### src/rtl/arith_seq_unit.sv
`default_nettype none
// +----------------------------------------------------------------------------+
// | arith_seq_unit: handshaked unsigned add/sub/mul (1 cycle) and restoring div |
// | Revision: 1.0                                                               |
// +----------------------------------------------------------------------------+
module arith_seq_unit #(
    parameter int WIDTH = 8
) (
    input  logic             clk,
    input  logic             reset_n,
    input  logic             i_valid,
    output logic             o_ready,
    input  logic [1:0]       i_op,
    input  logic [WIDTH-1:0] i_value_a,
    input  logic [WIDTH-1:0] i_value_b,
    output logic             o_valid,
    input  logic             i_ready,
    output logic [WIDTH-1:0] o_result,
    output logic [WIDTH-1:0] o_aux,
    output logic             o_carry,
    output logic             o_div_by_zero
);

    localparam int CW = $clog2(WIDTH + 1);

    typedef enum logic [1:0] {
        S_IDLE = 2'd0,
        S_DIV  = 2'd1,
        S_DONE = 2'd2
    } state_t;

    state_t             state;
    logic [WIDTH-1:0]   divisor;
    logic [WIDTH-1:0]   dvd;
    logic [WIDTH-1:0]   rem;
    logic [CW-1:0]      cnt;

    logic [WIDTH:0]     add_full;
    logic [WIDTH:0]     sub_full;
    logic [2*WIDTH-1:0] mul_full;
    logic [WIDTH:0]     rem_shift;
    logic [WIDTH:0]     rem_trial;
    logic               step_ge;
    logic [WIDTH-1:0]   rem_next;
    logic [WIDTH-1:0]   dvd_next;

    assign o_ready  = (state == S_IDLE) && reset_n;

    // Zero-extended subtraction: the top bit of the difference is the borrow.
    assign add_full = {1'b0, i_value_a} + {1'b0, i_value_b};
    assign sub_full = {1'b0, i_value_a} - {1'b0, i_value_b};
    assign mul_full = {{WIDTH{1'b0}}, i_value_a} * {{WIDTH{1'b0}}, i_value_b};

    // rem < divisor always holds, so the shifted value is below 2*divisor and a
    // negative trial difference always shows up in its top bit.
    assign rem_shift = {rem, dvd[WIDTH-1]};
    assign rem_trial = rem_shift - {1'b0, divisor};
    assign step_ge   = ~rem_trial[WIDTH];
    assign rem_next  = step_ge ? rem_trial[WIDTH-1:0] : rem_shift[WIDTH-1:0];
    assign dvd_next  = {dvd[WIDTH-2:0], step_ge};

    always_ff @(posedge clk) begin
        if (!reset_n) begin
            state         <= S_IDLE;
            o_valid       <= 1'b0;
            o_result      <= '0;
            o_aux         <= '0;
            o_carry       <= 1'b0;
            o_div_by_zero <= 1'b0;
            divisor       <= '0;
            dvd           <= '0;
            rem           <= '0;
            cnt           <= '0;
        end else begin
            case (state)
                S_IDLE: begin
                    if (i_valid) begin
                        if (i_op == 2'b11 && i_value_b != '0) begin
                            divisor <= i_value_b;
                            dvd     <= i_value_a;
                            rem     <= '0;
                            cnt     <= CW'(WIDTH);
                            state   <= S_DIV;
                        end else begin
                            state         <= S_DONE;
                            o_valid       <= 1'b1;
                            o_aux         <= '0;
                            o_carry       <= 1'b0;
                            o_div_by_zero <= 1'b0;
                            case (i_op)
                                2'b00: {o_carry, o_result} <= add_full;
                                2'b01: begin
                                    o_result <= sub_full[WIDTH-1:0];
                                    o_carry  <= sub_full[WIDTH];
                                end
                                2'b10: begin
                                    {o_aux, o_result} <= mul_full;
                                    o_carry           <= (mul_full[2*WIDTH-1:WIDTH] != '0);
                                end
                                default: begin
                                    o_result      <= '1;
                                    o_aux         <= i_value_a;
                                    o_div_by_zero <= 1'b1;
                                end
                            endcase
                        end
                    end
                end
                S_DIV: begin
                    rem <= rem_next;
                    dvd <= dvd_next;
                    cnt <= cnt - CW'(1);
                    if (cnt == CW'(1)) begin
                        o_result      <= dvd_next;
                        o_aux         <= rem_next;
                        o_carry       <= 1'b0;
                        o_div_by_zero <= 1'b0;
                        o_valid       <= 1'b1;
                        state         <= S_DONE;
                    end
                end
                S_DONE: begin
                    if (i_ready) begin
                        o_valid <= 1'b0;
                        state   <= S_IDLE;
                    end
                end
                default: state <= S_IDLE;
            endcase
        end
    end

endmodule
`default_nettype wire
### config.mk
export PLATFORM = sky130hd
export DESIGN_NAME = arith_seq_unit
export DESIGN_NICKNAME = d
export VERILOG_FILES = /design/src/rtl/arith_seq_unit.sv
export SDC_FILE = /design/constraint.sdc
export NUM_CORES = 1
export LEC_CHECK = 0
export CORE_ASPECT_RATIO = 1.2
export CORE_MARGIN = 2
export CORE_UTILIZATION = 45
export DETAILED_ROUTE_END_ITERATION = 6
export PLACE_DENSITY_LB_ADDON = 0.1
export SKIP_LAST_GASP = 1
export SLEW_MARGIN = 40
export SYNTH_ARGS = -nofsm -noshare
export SYNTH_HDL_FRONTEND = slang
export SYNTH_SLANG_ARGS = --single-unit
### constraint.sdc
create_clock -name clk -period 6.3 [get_ports clk]
set_clock_uncertainty 0.2 [all_clocks]
set_input_delay 0.63 -clock clk [delete_from_list [all_inputs] [get_ports clk]]
set_output_delay 0.63 -clock clk [all_outputs]
set_load 0.01 [all_outputs]
==> results of run 1 <==
## worst paths after layout
check	start	to	slack (ns)	cells past startpoint
hold reg to reg	divisor[1]	divisor[1]	0.26	2
setup reg to reg	dvd[7]	o_aux[3]	3.19	11
setup / recovery	i_value_a[3]	o_carry	0.52	17
hold / removal	divisor[1]	divisor[1]	0.26	2
## flip-flops by register name, summed over array words and instances (netlist names), 2 cells and up
signal / flops
divisor: 8
state: 2
o_result: 8
o_aux: 8
rem: 8
dvd: 8
cnt: 4
## worst register-to-register path, cell delays in order, from the launching register on
cell and delay, ns:
dfxtp_1 0.35, inv_1 0.07, ha_1 0.15, inv_1 0.06, fa_1 0.42, a211oi_1 0.32
nor2_1 0.14, o22ai_2 0.21, xor2_1 0.43, a2111oi_0 0.12, a31oi_1 0.37, a31oi_1 0.14
## layer usage
metal	vias to the layer above	track usage
met5	-	0
met4	0	0.101
met3	40	0.0214
met2	177	0.462
met1	2385	0.317
li1	2437	-
## where the power goes
group / internal (mW) / leakage, nW / total, mW / switching, mW
clock: 0.198 / 0.0831 / 0.315 / 0.117
combinational: 0.385 / 2.23 / 0.929 / 0.544
sequential: 0.334 / 0.401 / 0.355 / 0.0215
## logic make-up after synthesis
family,after synthesis,share of synthesized area
AO/OA/AOI/OAI,192,0.231
XOR/XNOR,19,0.0317
adder cells (fa/ha/maj),101,0.284
buffers and inverters,109,0.0784
flip-flops,49,0.179
multiplexers,8,0.0157
AND/OR/NAND/NOR,211,0.181
## final cells by class
| type | count | area (um2) | share of cell area |
|---|---|---|---|
| Timing Repair Buffer | 53 | 500 | 0.0803 |
| Inverter | 80 | 300 | 0.0482 |
| Tap cell | 161 | 201 | 0.0323 |
| Clock buffer | 6 | 139 | 0.0223 |
| Multi-Input combinational cell | 531 | 4080 | 0.654 |
| Sequential cell | 49 | 981 | 0.157 |
| Clock inverter | 2 | 37.5 | 0.00602 |
## per-stage QoR
stage	setup slack, ns	util	std cells	hold slack (ns)	power [mW]
6_report	0.523	0.519	882	0.262	1.60
3_3_place_gp	0.355	0.505	874	0.246	1.27
2_1_floorplan	1.09	-	689	0.236	1.05
5_1_grt	0.241	0.519	882	0.277	1.73
3_5_place_dp	0.234	0.505	874	0.254	1.28
4_1_cts	0.537	0.519	882	0.263	1.60
## cells in the final DEF, fill, tap and decap left out, drive strengths merged, types with 4 or more instances in the layout
master         instances
ha                    62
dfxtp                 49
mux2i                  6
o21ai                 48
a31oi                 13
o221ai                 7
clkdlybuf4s50         41
a311oi                 5
inv                   80
xor2                   7
nand3                  5
buf                   12
nor2                  66
nand2                 59
o211ai                 7
xnor2                 12
o22ai                  4
fa                    39
nand2b                 5
clkbuf                 6
a21oi                 51
and2                  37
o21a                   9
nor2b                  8
a21o                   6
a211oi                 9
nor3                  17
==> metrics, run 1 <==
outcome=completed; via count=5039; Top Metal Used=met4; Antenna Violating Nets Remaining=0; Max Freq=173 MHz; top-count cell post-synth=inv_1; post_cts resized=0; CP max stage delay=0.80 ns; CTS tree=done; type of the worst min-delay path=flip-flop to flip-flop; Post-synth top cells=79 x inv_1, 66 x nor2_1, 62 x ha_1; full die area=13100 um2; Post-CTS Setup Inserts=0; post-synth top area share=0.179; final WL=16500 um; pin count of the biggest net entering global routing=32; first-pass GRT wire length=26900 um; Initial DRT Pass Iterations=6; Syn Inst Count=689; syn_nets=812; PwrDens=257 nW/um2; Synth area leader=dfxtp_1; #FFs+latches synth=49; RePlAce Congestion=0.952; Post-synth EDFFs=0; Initial DRC Count=317; DR vias/cell=5.71; area delta synth->final=13.6%; Crit path top cell by count=fa_1; Tightest Pin Transition=0.812 ns; Area contributors post-synth=dfxtp_1 18%, fa_1 14%, ha_1 14%, inv_1 5.4%, a21oi_1 4.6%; area of the core=12000 um2; Top FF cell, synth=dfxtp_1; Die Ht=125 um; number of top-level pins=42; DPL Wire Length=13000 um; YS warnings=0; Placement Cell Area=6060 um2; max_slew headroom=0.459; row count=44; worst path required time=6.28 ns; pins over their slew limit=0; Remaining DRCs=0; grt total ovfl=0; worst skew pair latency=0.29 ns; CTS Buf Count=5; Final #Nets=843; initial antenna violation count=0; finished layout cell area=6230 um2; Peak VDD IR=0.000158 V; setup TNS=0 ns; max cap viols=0; Final Cycle Share=0.917; hold buffers post-CTS=0; Pleak=2.71 nW; share of post-route cells with drive strength above 1=0.0472; clk sinks=49; syn avg cell area=7.96 um2; sequential share of the synthesized area=0.179; Finish-stage setup viols=0; Worst EP arrival=5.75 ns; I/O Buffers=41; CP bufs+invs=4; post-synth cell types=66; fraction of registers with async set/reset=0; Die W=105 um; post-route minimum period=5.78 ns; final hold violation count=0; DR WL/cell=18.7 um; Startpoint Class=primary input; RSZ-0062 raised after global routing=false; H-tree depth=2; critical path class=primary input to flip-flop; Setup crit end kind=flip-flop; largest fanout on the critical path=11; clock root cell=clkbuf_16; critical path's slowest cell=clkdlybuf4s50_1; CTS max path bufs=2; Post-Syn Area=5490 um2; wire length on met1=6840 um; WL met2=8270 um; Reg clk slew, reported paths=0.07 ns; gr usage total=0.257; n_diodes=0; Initial Utilization=0.457; Met3 Wirelength=758 um; vias in the first global route=5149; fill cell count=1237; Critical Path, Cell by Cell=clkdlybuf4s50_1 -> nand2_1 -> fa_1 -> fa_1 -> inv_1 -> fa_1 -> inv_1 -> fa_1 -> inv_1 -> ha_1 -> nand3_1 -> o22a_1 -> a31oi_2 -> nor2_1 -> a2111oi_2 -> nand4b_1 -> o311a_1; crit-path leading delay family=adder cells
(Power assumes the default switching activity.)
==> run 2: changes to the inputs <==
--- a/config.mk
+++ b/config.mk
@@ -9,7 +9,7 @@
 export CORE_MARGIN = 2
 export CORE_UTILIZATION = 45
 export DETAILED_ROUTE_END_ITERATION = 6
-export PLACE_DENSITY_LB_ADDON = 0.1
+export PLACE_DENSITY = 0.73
 export SKIP_LAST_GASP = 1
 export SLEW_MARGIN = 40
 export SYNTH_ARGS = -nofsm -noshare
==> run 2 against run 1 <==
First-iteration DRC count increased by 15%. Critical endpoint unchanged. Sequential share of layout area increased by 0.083 points. Power decreased by 2.5%. Largest power group unchanged.
==> metrics, run 2 (same netlist as run 1, synthesis figures left out) <==
final hold violation count=0 (unchanged); max_slew headroom=0.484 (+0.0258); critical path class=primary input to flip-flop; I/O Buffers=41 (unchanged); fill cell count=1185 (-4.2%); Final Cycle Share=0.937 (+0.0197); Placement Cell Area=6060 um2 (unchanged); DPL Wire Length=12400 um (-4.5%); Initial Utilization=0.457 (unchanged); max cap viols=0 (unchanged); initial antenna violation count=0 (unchanged); post-route minimum period=5.90 ns (+0.124 ns); Final #Nets=843 (unchanged); Startpoint Class=primary input; Tightest Pin Transition=0.768 ns (-0.0437 ns); commonest non-fill, non-tap cell in the layout=inv_1; largest fanout on the critical path=10 (-1); Pleak=2.69 nW (-0.74%); post_cts resized=0 (unchanged); number of top-level pins=42 (unchanged); Setup crit end kind=flip-flop; clock root cell=clkbuf_16; CTS tree=done; grt total ovfl=0 (unchanged); worst hold slack=0.260 ns (-0.00176 ns); PwrDens=251 nW/um2 (-2.0%); Remaining DRCs=0 (unchanged); RePlAce Congestion=0.920 (-3.4%); first-pass GRT wire length=26200 um (-2.5%); Worst EP arrival=5.89 ns (+0.14 ns); DR vias/cell=5.90 (+3.3%); type of the worst min-delay path=flip-flop to flip-flop; final WL=15700 um (-4.4%); area delta synth->final=13.0%; Die W=105 um (unchanged); worst slack, placed=0.204 ns (-0.0299 ns); setup slack on the worst flop-to-flop path=3.30 ns (+0.11 ns); Post-CTS Setup Inserts=0 (unchanged); full die area=13100 um2 (unchanged); H-tree depth=2 (unchanged); pins over their slew limit=0 (unchanged); clk sinks=49 (unchanged); gr usage total=0.247 (-0.0104); n_diodes=0 (unchanged); finished layout cell area=6200 um2 (-0.52%); CTS Buf Count=5 (unchanged); share of post-route cells with drive strength above 1=0.0458 (-0.00139); hold buffers post-CTS=0 (unchanged); pin count of the biggest net entering global routing=32 (unchanged); Initial DRT Pass Iterations=6 (unchanged); Reg clk slew, reported paths=0.06 ns (about the same); Initial DRC Count=364 (+15%); final worst slack=0.399 ns (-0.124 ns); via count=5204 (+3.3%); Antenna Violating Nets Remaining=0 (unchanged); Die Ht=125 um (unchanged); worst path required time=6.29 ns (about the same); Finish-stage setup viols=0 (unchanged); CTS max path bufs=2 (unchanged); vias in the first global route=5170 (+0.41%); setup TNS=0 ns (unchanged); Util after Layout=0.517 (-0.00271); worst skew pair latency=0.30 ns (about the same); row count=44 (unchanged); RSZ-0062 raised after global routing=false; Peak VDD IR=0.000117 V (-26%); most frequent cells in the layout=79 x inv_1, 66 x nor2_1, 62 x ha_1; area of the core=12000 um2 (unchanged); Max Freq=169 MHz (-2.1%); outcome=completed; DR WL/cell=17.8 um (-4.4%)
[run 2: power breakdown]
part	internal, mW	switching, mW
registers	0.334	0.0220
clock network	0.147	0.118
logic	0.387	0.550
[run 2: stage by stage]
step	power, mW	instances
floorplan	1.05	689
CTS	1.55	882
global placement	1.25	874
finish	1.56	882
detailed placement	1.28	874
global route	1.68	882
[run 2: final timing paths]
check | start | end | depth (start not counted)
min | divisor[4] | divisor[4] | 2
max reg2reg | dvd[7] | o_aux[3] | 11
max | i_value_b[7] | o_carry | 17
min reg2reg | divisor[4] | divisor[4] | 2
[run 2: critical path: stages]
cell	delay [ns]
clkdlybuf4s50_1	0.72
nand2_1	0.14
fa_1	0.53
fa_1	0.55
inv_1	0.06
fa_1	0.53
inv_1	0.05
fa_1	0.53
inv_1	0.04
ha_1	0.39
a2111oi_0	0.52
o21ai_0	0.19
o21ai_0	0.19
o21ai_0	0.18
xnor2_1	0.21
nand4b_1	0.12
o311a_1	0.30
[run 2: final cells by class]
class	instances	area [um2]	area share
Sequential cell	49	981	0.158
Inverter	80	300	0.0484
Timing Repair Buffer	53	500	0.0807
Multi-Input combinational cell	531	4080	0.657
Clock inverter	2	15.0	0.00242
Tap cell	161	201	0.0325
Clock buffer	6	129	0.0208
[run 2: layer usage]
metal	share of wire	track usage
met3	0.059	0.0203
met5	0	0
met2	0.50	0.436
met1	0.40	0.307
met4	0.038	0.105
